File: config.mk
export PLATFORM = sky130hd
export DESIGN_NAME = ram_arbiter_flat
export DESIGN_NICKNAME = d
export VERILOG_FILES = /design/src/rtl/ram_arb_pkg.sv /design/src/rtl/ram_arbiter_if.sv /design/src/rtl/ram_arbiter_rr_arbiter2.sv /design/src/rtl/ram_arbiter.sv /design/src/flat_wrapper.sv
export SDC_FILE = /design/constraint.sdc
export NUM_CORES = 1
export LEC_CHECK = 0
export CORE_MARGIN = 2
export CORE_UTILIZATION = 25
export CTS_BUF_LIST = sky130_fd_sc_hd__clkbuf_2
export DETAILED_ROUTE_END_ITERATION = 10
export GPL_TIMING_DRIVEN = 1
export PLACE_DENSITY = 0.69
export SYNTH_ARGS = -nofsm -noshare
export SYNTH_HDL_FRONTEND = slang
export SYNTH_SLANG_ARGS = --single-unit
File: constraint.sdc
create_clock -name clock -period 2.1 [get_ports clock]
set_input_delay 0.42 -clock clock [delete_from_list [all_inputs] [get_ports clock]]
set_output_delay 0.42 -clock clock [all_outputs]
set_load 0.02 [all_outputs]
File: src/rtl/ram_arb_pkg.sv
// Shared types and constants for the two-port data RAM arbiter.
package ram_arb_pkg;

  localparam int unsigned DATA_WIDTH_DEF = 32;
  localparam int unsigned ADDR_WIDTH_DEF = 6;

  // 2'd3 is unused; the FSM treats it as IDLE.
  typedef enum logic [1:0] {
    IDLE   = 2'd0,
    ACCESS = 2'd1,
    DONE   = 2'd2
  } state_t;

  localparam logic PORT_CPU = 1'b0;
  localparam logic PORT_IO  = 1'b1;

endpackage

File: src/rtl/ram_arbiter_if.sv
// Requester, acknowledge and RAM-pin bundle around the data RAM arbiter.
interface ram_arbiter_if
  import ram_arb_pkg::*;
#(
  parameter int unsigned DATA_WIDTH = DATA_WIDTH_DEF,
  parameter int unsigned ADDR_WIDTH = ADDR_WIDTH_DEF
);

  logic                  req0;
  logic                  req1;
  logic                  we0;
  logic                  we1;
  logic [ADDR_WIDTH-1:0] addr0;
  logic [ADDR_WIDTH-1:0] addr1;
  logic [DATA_WIDTH-1:0] data0;
  logic [DATA_WIDTH-1:0] data1;
  logic                  ack0;
  logic                  ack1;
  logic [DATA_WIDTH-1:0] q0;
  logic [DATA_WIDTH-1:0] q1;
  logic [DATA_WIDTH-1:0] ram_data;
  logic [ADDR_WIDTH-1:0] ram_read_addr;
  logic [ADDR_WIDTH-1:0] ram_write_addr;
  logic                  ram_we;
  logic [DATA_WIDTH-1:0] ram_q;
  logic                  busy;

  // Arbiter side.
  modport slave (
    input  req0, req1, we0, we1, addr0, addr1, data0, data1, ram_q,
    output ack0, ack1, q0, q1, ram_data, ram_read_addr, ram_write_addr,
           ram_we, busy
  );

  // Requester side (both ports).
  modport master (
    output req0, req1, we0, we1, addr0, addr1, data0, data1,
    input  ack0, ack1, q0, q1, busy
  );

  // RAM instance side.
  modport mem (
    input  ram_data, ram_read_addr, ram_write_addr, ram_we,
    output ram_q
  );

endinterface

File: src/rtl/ram_arbiter_rr_arbiter2.sv
// Combinational two-way round-robin pick; on a tie the port not granted last wins.
module rr_arbiter2
  import ram_arb_pkg::*;
(
  input  logic [1:0] req,
  input  logic       last,
  output logic       grant_valid,
  output logic       grant_idx
);

  always_comb begin
    grant_valid = |req;
    grant_idx   = PORT_CPU;
    case (req)
      2'b01:   grant_idx = PORT_CPU;
      2'b10:   grant_idx = PORT_IO;
      2'b11:   grant_idx = ~last;
      default: grant_idx = PORT_CPU;
    endcase
  end

endmodule

File: src/rtl/ram_arbiter.sv
// Round-robin arbiter sharing the data RAM between the CPU port and the I/O port,
// with a fixed IDLE -> ACCESS -> DONE transaction per grant.
module ram_arbiter
  import ram_arb_pkg::*;
#(
  parameter int unsigned DATA_WIDTH = DATA_WIDTH_DEF,
  parameter int unsigned ADDR_WIDTH = ADDR_WIDTH_DEF
)
(
  input  logic          clock,
  input  logic          reset,
  ram_arbiter_if.slave  bus
);

  state_t                state;
  state_t                next_state;
  logic                  sel;
  logic                  sel_nxt;
  logic                  last;
  logic                  last_nxt;
  logic                  ack0_r;
  logic                  ack0_nxt;
  logic                  ack1_r;
  logic                  ack1_nxt;
  logic [DATA_WIDTH-1:0] q0_r;
  logic [DATA_WIDTH-1:0] q0_nxt;
  logic [DATA_WIDTH-1:0] q1_r;
  logic [DATA_WIDTH-1:0] q1_nxt;

  logic                  grant_valid;
  logic                  grant_idx;
  logic                  sel_we;
  logic [ADDR_WIDTH-1:0] sel_addr;
  logic [DATA_WIDTH-1:0] sel_data;

  rr_arbiter2 u_rr (
    .req         ({bus.req1, bus.req0}),
    .last        (last),
    .grant_valid (grant_valid),
    .grant_idx   (grant_idx)
  );

  // State register.
  always_ff @(posedge clock or posedge reset) begin
    if (reset) begin
      state <= IDLE;
    end else begin
      state <= next_state;
    end
  end

  // Next state plus the registered grant, ack and read-data updates.
  always_comb begin
    next_state = state;
    sel_nxt    = sel;
    last_nxt   = last;
    ack0_nxt   = 1'b0;
    ack1_nxt   = 1'b0;
    q0_nxt     = q0_r;
    q1_nxt     = q1_r;
    case (state)
      IDLE: begin
        if (grant_valid) begin
          next_state = ACCESS;
          sel_nxt    = grant_idx;
          last_nxt   = grant_idx;
        end
      end
      ACCESS: begin
        next_state = DONE;
        // Completion edge: the RAM captures writes, the winner captures reads.
        if (sel == PORT_CPU) begin
          ack0_nxt = 1'b1;
          if (!bus.we0) q0_nxt = bus.ram_q;
        end else begin
          ack1_nxt = 1'b1;
          if (!bus.we1) q1_nxt = bus.ram_q;
        end
      end
      DONE: begin
        next_state = IDLE;
      end
      default: begin
        next_state = IDLE;
      end
    endcase
  end

  // Grant, fairness history, acks and read data.
  always_ff @(posedge clock or posedge reset) begin
    if (reset) begin
      sel    <= PORT_CPU;
      last   <= PORT_IO;
      ack0_r <= 1'b0;
      ack1_r <= 1'b0;
      q0_r   <= '0;
      q1_r   <= '0;
    end else begin
      sel    <= sel_nxt;
      last   <= last_nxt;
      ack0_r <= ack0_nxt;
      ack1_r <= ack1_nxt;
      q0_r   <= q0_nxt;
      q1_r   <= q1_nxt;
    end
  end

  // RAM pins follow the selected port; only the write enable is qualified by state.
  assign sel_we   = (sel == PORT_IO) ? bus.we1   : bus.we0;
  assign sel_addr = (sel == PORT_IO) ? bus.addr1 : bus.addr0;
  assign sel_data = (sel == PORT_IO) ? bus.data1 : bus.data0;

  assign bus.ram_read_addr  = sel_addr;
  assign bus.ram_write_addr = sel_addr;
  assign bus.ram_data       = sel_data;
  assign bus.ram_we         = (state == ACCESS) && sel_we;

  assign bus.ack0 = ack0_r;
  assign bus.ack1 = ack1_r;
  assign bus.q0   = q0_r;
  assign bus.q1   = q1_r;
  assign bus.busy = (state != IDLE);

endmodule
File: src/flat_wrapper.sv
// flat-port wrapper written by rule: the top's interface ports become plain ports
module ram_arbiter_flat import ram_arb_pkg::*;
#(
  parameter int unsigned DATA_WIDTH = DATA_WIDTH_DEF,
  parameter int unsigned ADDR_WIDTH = ADDR_WIDTH_DEF
)
  (clock, reset, bus_req0, bus_req1, bus_we0, bus_we1, bus_addr0, bus_addr1, bus_data0, bus_data1, bus_ram_q, bus_ack0, bus_ack1, bus_q0, bus_q1, bus_ram_data, bus_ram_read_addr, bus_ram_write_addr, bus_ram_we, bus_busy);
  ram_arbiter_if #(.DATA_WIDTH(DATA_WIDTH), .ADDR_WIDTH(ADDR_WIDTH)) bus_i ();
  input  logic clock;
  input  logic reset;
  input wire logic [$bits(bus_i.req0)-1:0] bus_req0;
  input wire logic [$bits(bus_i.req1)-1:0] bus_req1;
  input wire logic [$bits(bus_i.we0)-1:0] bus_we0;
  input wire logic [$bits(bus_i.we1)-1:0] bus_we1;
  input wire logic [$bits(bus_i.addr0)-1:0] bus_addr0;
  input wire logic [$bits(bus_i.addr1)-1:0] bus_addr1;
  input wire logic [$bits(bus_i.data0)-1:0] bus_data0;
  input wire logic [$bits(bus_i.data1)-1:0] bus_data1;
  input wire logic [$bits(bus_i.ram_q)-1:0] bus_ram_q;
  output wire logic [$bits(bus_i.ack0)-1:0] bus_ack0;
  output wire logic [$bits(bus_i.ack1)-1:0] bus_ack1;
  output wire logic [$bits(bus_i.q0)-1:0] bus_q0;
  output wire logic [$bits(bus_i.q1)-1:0] bus_q1;
  output wire logic [$bits(bus_i.ram_data)-1:0] bus_ram_data;
  output wire logic [$bits(bus_i.ram_read_addr)-1:0] bus_ram_read_addr;
  output wire logic [$bits(bus_i.ram_write_addr)-1:0] bus_ram_write_addr;
  output wire logic [$bits(bus_i.ram_we)-1:0] bus_ram_we;
  output wire logic [$bits(bus_i.busy)-1:0] bus_busy;
  assign bus_i.req0 = bus_req0;
  assign bus_i.req1 = bus_req1;
  assign bus_i.we0 = bus_we0;
  assign bus_i.we1 = bus_we1;
  assign bus_i.addr0 = bus_addr0;
  assign bus_i.addr1 = bus_addr1;
  assign bus_i.data0 = bus_data0;
  assign bus_i.data1 = bus_data1;
  assign bus_i.ram_q = bus_ram_q;
  assign bus_ack0 = bus_i.ack0;
  assign bus_ack1 = bus_i.ack1;
  assign bus_q0 = bus_i.q0;
  assign bus_q1 = bus_i.q1;
  assign bus_ram_data = bus_i.ram_data;
  assign bus_ram_read_addr = bus_i.ram_read_addr;
  assign bus_ram_write_addr = bus_i.ram_write_addr;
  assign bus_ram_we = bus_i.ram_we;
  assign bus_busy = bus_i.busy;
  ram_arbiter #(.DATA_WIDTH(DATA_WIDTH), .ADDR_WIDTH(ADDR_WIDTH)) u_core (.clock(clock), .reset(reset), .bus(bus_i));
endmodule
==> impl_results.md <==
* Routed wirelength normalized by instance count at roughly 15 um
* Switching power summed over all nets at roughly 3200 uW
* Num CTS Buffers at 9
* CP max stage cell: dfrtp_1
* Post-synth top flop: dfrtp_1
* Portion of total power attributed to sequential cells at between 20% and 30%
* Leakage at around 0.0026 uW
* Share of total power in the clock network at ~11%
* Syn Nets at roughly 320
* Boundary Pins at 226
* Number of core rows at 41
* Filler-free cell count of the finished design at between 600 and 700
* Most frequent cells in the layout: clkdlybuf4s50_1, mux2_2, dfrtp_1
* Total Neg Setup Slack at -0.305 ns
* Cell depth of the worst setup path at 4
* Run status: complete, but fails checks
* Violations in the final reports: setup timing
* Overall track demand over capacity in global routing at a little over an eighth
* Worst min-delay path class: primary input to async pin
* Port Buffer Count at 225
* CP required at 1.68 ns
* Crit Path Category: flop to output pin
* Critical path cell sequence: buf_6 -> clkbuf_16 -> mux2_4 -> buf_6
* Worst path buffer plus inverter count at 3
* RR Startpoint: u_core.sel$_DFFE_PP0P_
* # setup viols final at 21
* Overflow left after global routing at 0
* Vias in the first global route at 2757
* Initial Utilization at 25.3%
* Dominant delay contributor by cell family on the critical path: buffers and inverters
* Worst max-slew margin expressed relative to the limit at 75.7%
* Total die area at roughly 14000 um2
* DR iter-0 viols at slightly above 100
* Max Clock Skew at about 0.028 ns
* HPWL after DPL at between 6 and 7 mm
* Highest achievable clock rate at 470 MHz
* Proportion of layout cells with a drive suffix above 1 at between 40% and 50%
* Minimum period implied by the final worst setup slack at ~2.1 ns
* Delay of the slowest critical-path stage at ~0.43 ns
* Fill cell instance count of the final layout at 1180
* Total via count after detailed routing at between 2000 and 3000
* Clock latency reported for the late side of the worst-skew pair at roughly 0.48 ns
* RSZ-0062 raised after global routing: yes
* Routability Congestion at 0.724
* Fraction of the core area covered by cells at the end of the flow at 47.8%
* Via density at 4.21
* Max IR drop VDD at about 0.00049 V
* Antenna violations before repair at 0
* CORE AREA at 12500 um2
* Worst Max-Slew Pin Slew at between 0.3 and 0.4 ns
* Number of flip-flops and latches in the synthesized netlist at 70
* Sequential Area at ~1800 um2
* Critical register-to-register path endpoint: u_core.bus.q0[18]$_DFFE_PP0P_
* Kind of start point of the critical path: flop
* Power density over the cells at 1460 nW/um2
* Number of enable-type register cells in the synthesized netlist at 0
* Total wire length at approximately 9.5 mm
* Maximum buffer depth of the clock tree at 2
* Die Width at between 100 and 150 um
* Cell count after placement at 593
* H-tree Lvls at 3
* Crit path max fanout at 7
* Multi-input logic area at ~1400 um2
* Average footprint of a synthesized cell at 15.2 um2
* Endpoint type of the worst setup path: output pin
* Total of max-cap violations at 0
* Min setup slack post-route at -0.0270 ns
* Y dimension of the die at 117 um
* Pre-CTS setup slack at -0.00108 ns
* Internal Power at 5530 uW
* Maximum number of pins on one net before global-route repair at a little over 70
* CTS clock-pin slew for the worst setup and hold paths at about 0.20 ns
* Final Hold Violating Endpoints at 0
* Commonest non-fill, non-tap cell in the layout: clkdlybuf4s50_1
* Setup slack on the worst flop-to-flop path at 0.28 ns
* Crit path DAT at about 1.7 ns
* Global-route wire length before repair at 13.8 mm
* R2r worst-path depth at 5
* Sequential fraction of the synthesis area at a little under three fifths
* CTS tree: done
* Post-synth design cell area at between 3000 and 4000 um2
* Cell seen most often among critical-path stages: buf_6
* Final Power at between 8000 and 9000 uW
* Final slew viol count at 0
* Detailed-routing iteration count for the pre-antenna-repair pass at 3
* Warning count from the yosys run at 0
* CTS root buf: clkbuf_2
* Count of different cell masters after synthesis at 21
* Nets at between 500 and 600
* Cells after synthesis at 208
* Detail Route Antenna Nets at 0
* Proportion of register bits with asynchronous set or reset after synthesis at 100%
* Diodes inserted at 0
* Switching portion of total power at ~37%
* CTS sink cnt at 70
* Tcrit/Tclk final at 101%
* Combinational power share at between 60% and 70%
* Synthesis-to-layout area growth at 88.8%
* Hold-fix buffers, CTS at 0
* DRC at 0
==> state kept, by name, summed over array words and instances (netlist names) <==
register / cells
u_core.bus.ack1: 1
u_core.last: 1
u_core.sel: 1
u_core.bus.q0: 32
u_core.bus.q1: 32
u_core.state: 2
u_core.bus.ack0: 1
==> final cells by class <==
class	count	share of cell area [%]
timing repair buffer	240	41.1
clock inverter	6	1.84
inverter	3	0.251
tap	172	3.60
sequential	70	29.3
multi-input combinational	117	23.0
clock buffer	10	0.836
==> metrics by stage <==
stage	instance area, um2	hold slack (ns)
after floorplan	3170	0.501
after global placement	5600	0.468
after detailed placement	5600	0.493
after CTS	5730	0.316
after global routing	5980	0.353
final	5980	0.365
==> cells by family (layout without fill, tap and decap cells) <==
kind of cell,Yosys count,after routing,synth area share [%]
AOI/OAI and AO/OA,2,2,0.553
buffers and inverters,21,259,4.81
DFF,70,70,55.3
muxes,103,103,36.5
and+or+nand+nor,12,12,2.80
==> worst max-delay path by stage <==
stage	startpoint	end	slack, ns
3_3_place_gp	bus_data0[7]	bus_ram_data[7]	-0.0001
2_1_floorplan	u_core.sel$_DFFE_PP0P_	bus_ram_write_addr[0]	0.40
4_1_cts	u_core.sel$_DFFE_PP0P_	bus_ram_write_addr[4]	-0.14
3_5_place_dp	bus_data0[24]	bus_ram_data[24]	-0.001
5_1_grt	u_core.sel$_DFFE_PP0P_	bus_ram_read_addr[3]	-0.13
6_report	u_core.sel$_DFFE_PP0P_	bus_ram_data[18]	-0.03
==> worst reg2reg max path, stage by stage, from the launching register on <==
cell and delay [ns]:
dfrtp_1 0.45, buf_6 0.16, buf_4 0.14, nor4b_4 0.32
buf_12 0.25, mux2_2 0.39
==> timing repair <==
| item | CTS | global route |
|---|---|---|
| setup buffers | 3 | 3 |
| endpoints found under the setup margin | 46 | 46 |
| resized for setup | 200 | 84 |
| cloned | 2 | 1 |
==> power groups by stage <==
stage | Combinational, uW | Clock [uW] | Sequential, uW
finish | 5350 | 1000 | 2400
global route | 5640 | 1100 | 2490
CTS | 5000 | 1040 | 2410
detailed placement | 4900 | 0 | 2440
global placement | 4860 | 0 | 2400
floorplan | 1810 | 0 | 3180
==> metal layers <==
metal | part of all wire [%] | wire length [um] | vias to the layer above | GRT usage (%)
met5 | 0 | 0 | - | 0
met4 | 0.77 | 73 | 0 | 3.29
met3 | 9.1 | 861 | 8 | 4.15
met2 | 52 | 4920 | 144 | 24.0
met1 | 38 | 3630 | 1256 | 14.7
li1 | - | - | 1194 | -
==> synth_stat cells (all sizes together) (2+ instances only) <==
library cell  number  share of area (%)
mux2             102                 36
dfrtp             69                 54
buf               16                4.2
nor2               5               0.59
inv                3               0.36
clkbuf             2               0.28
nor4b              2                1.0
No activity file was read; power rests on OpenSTA's default activity.
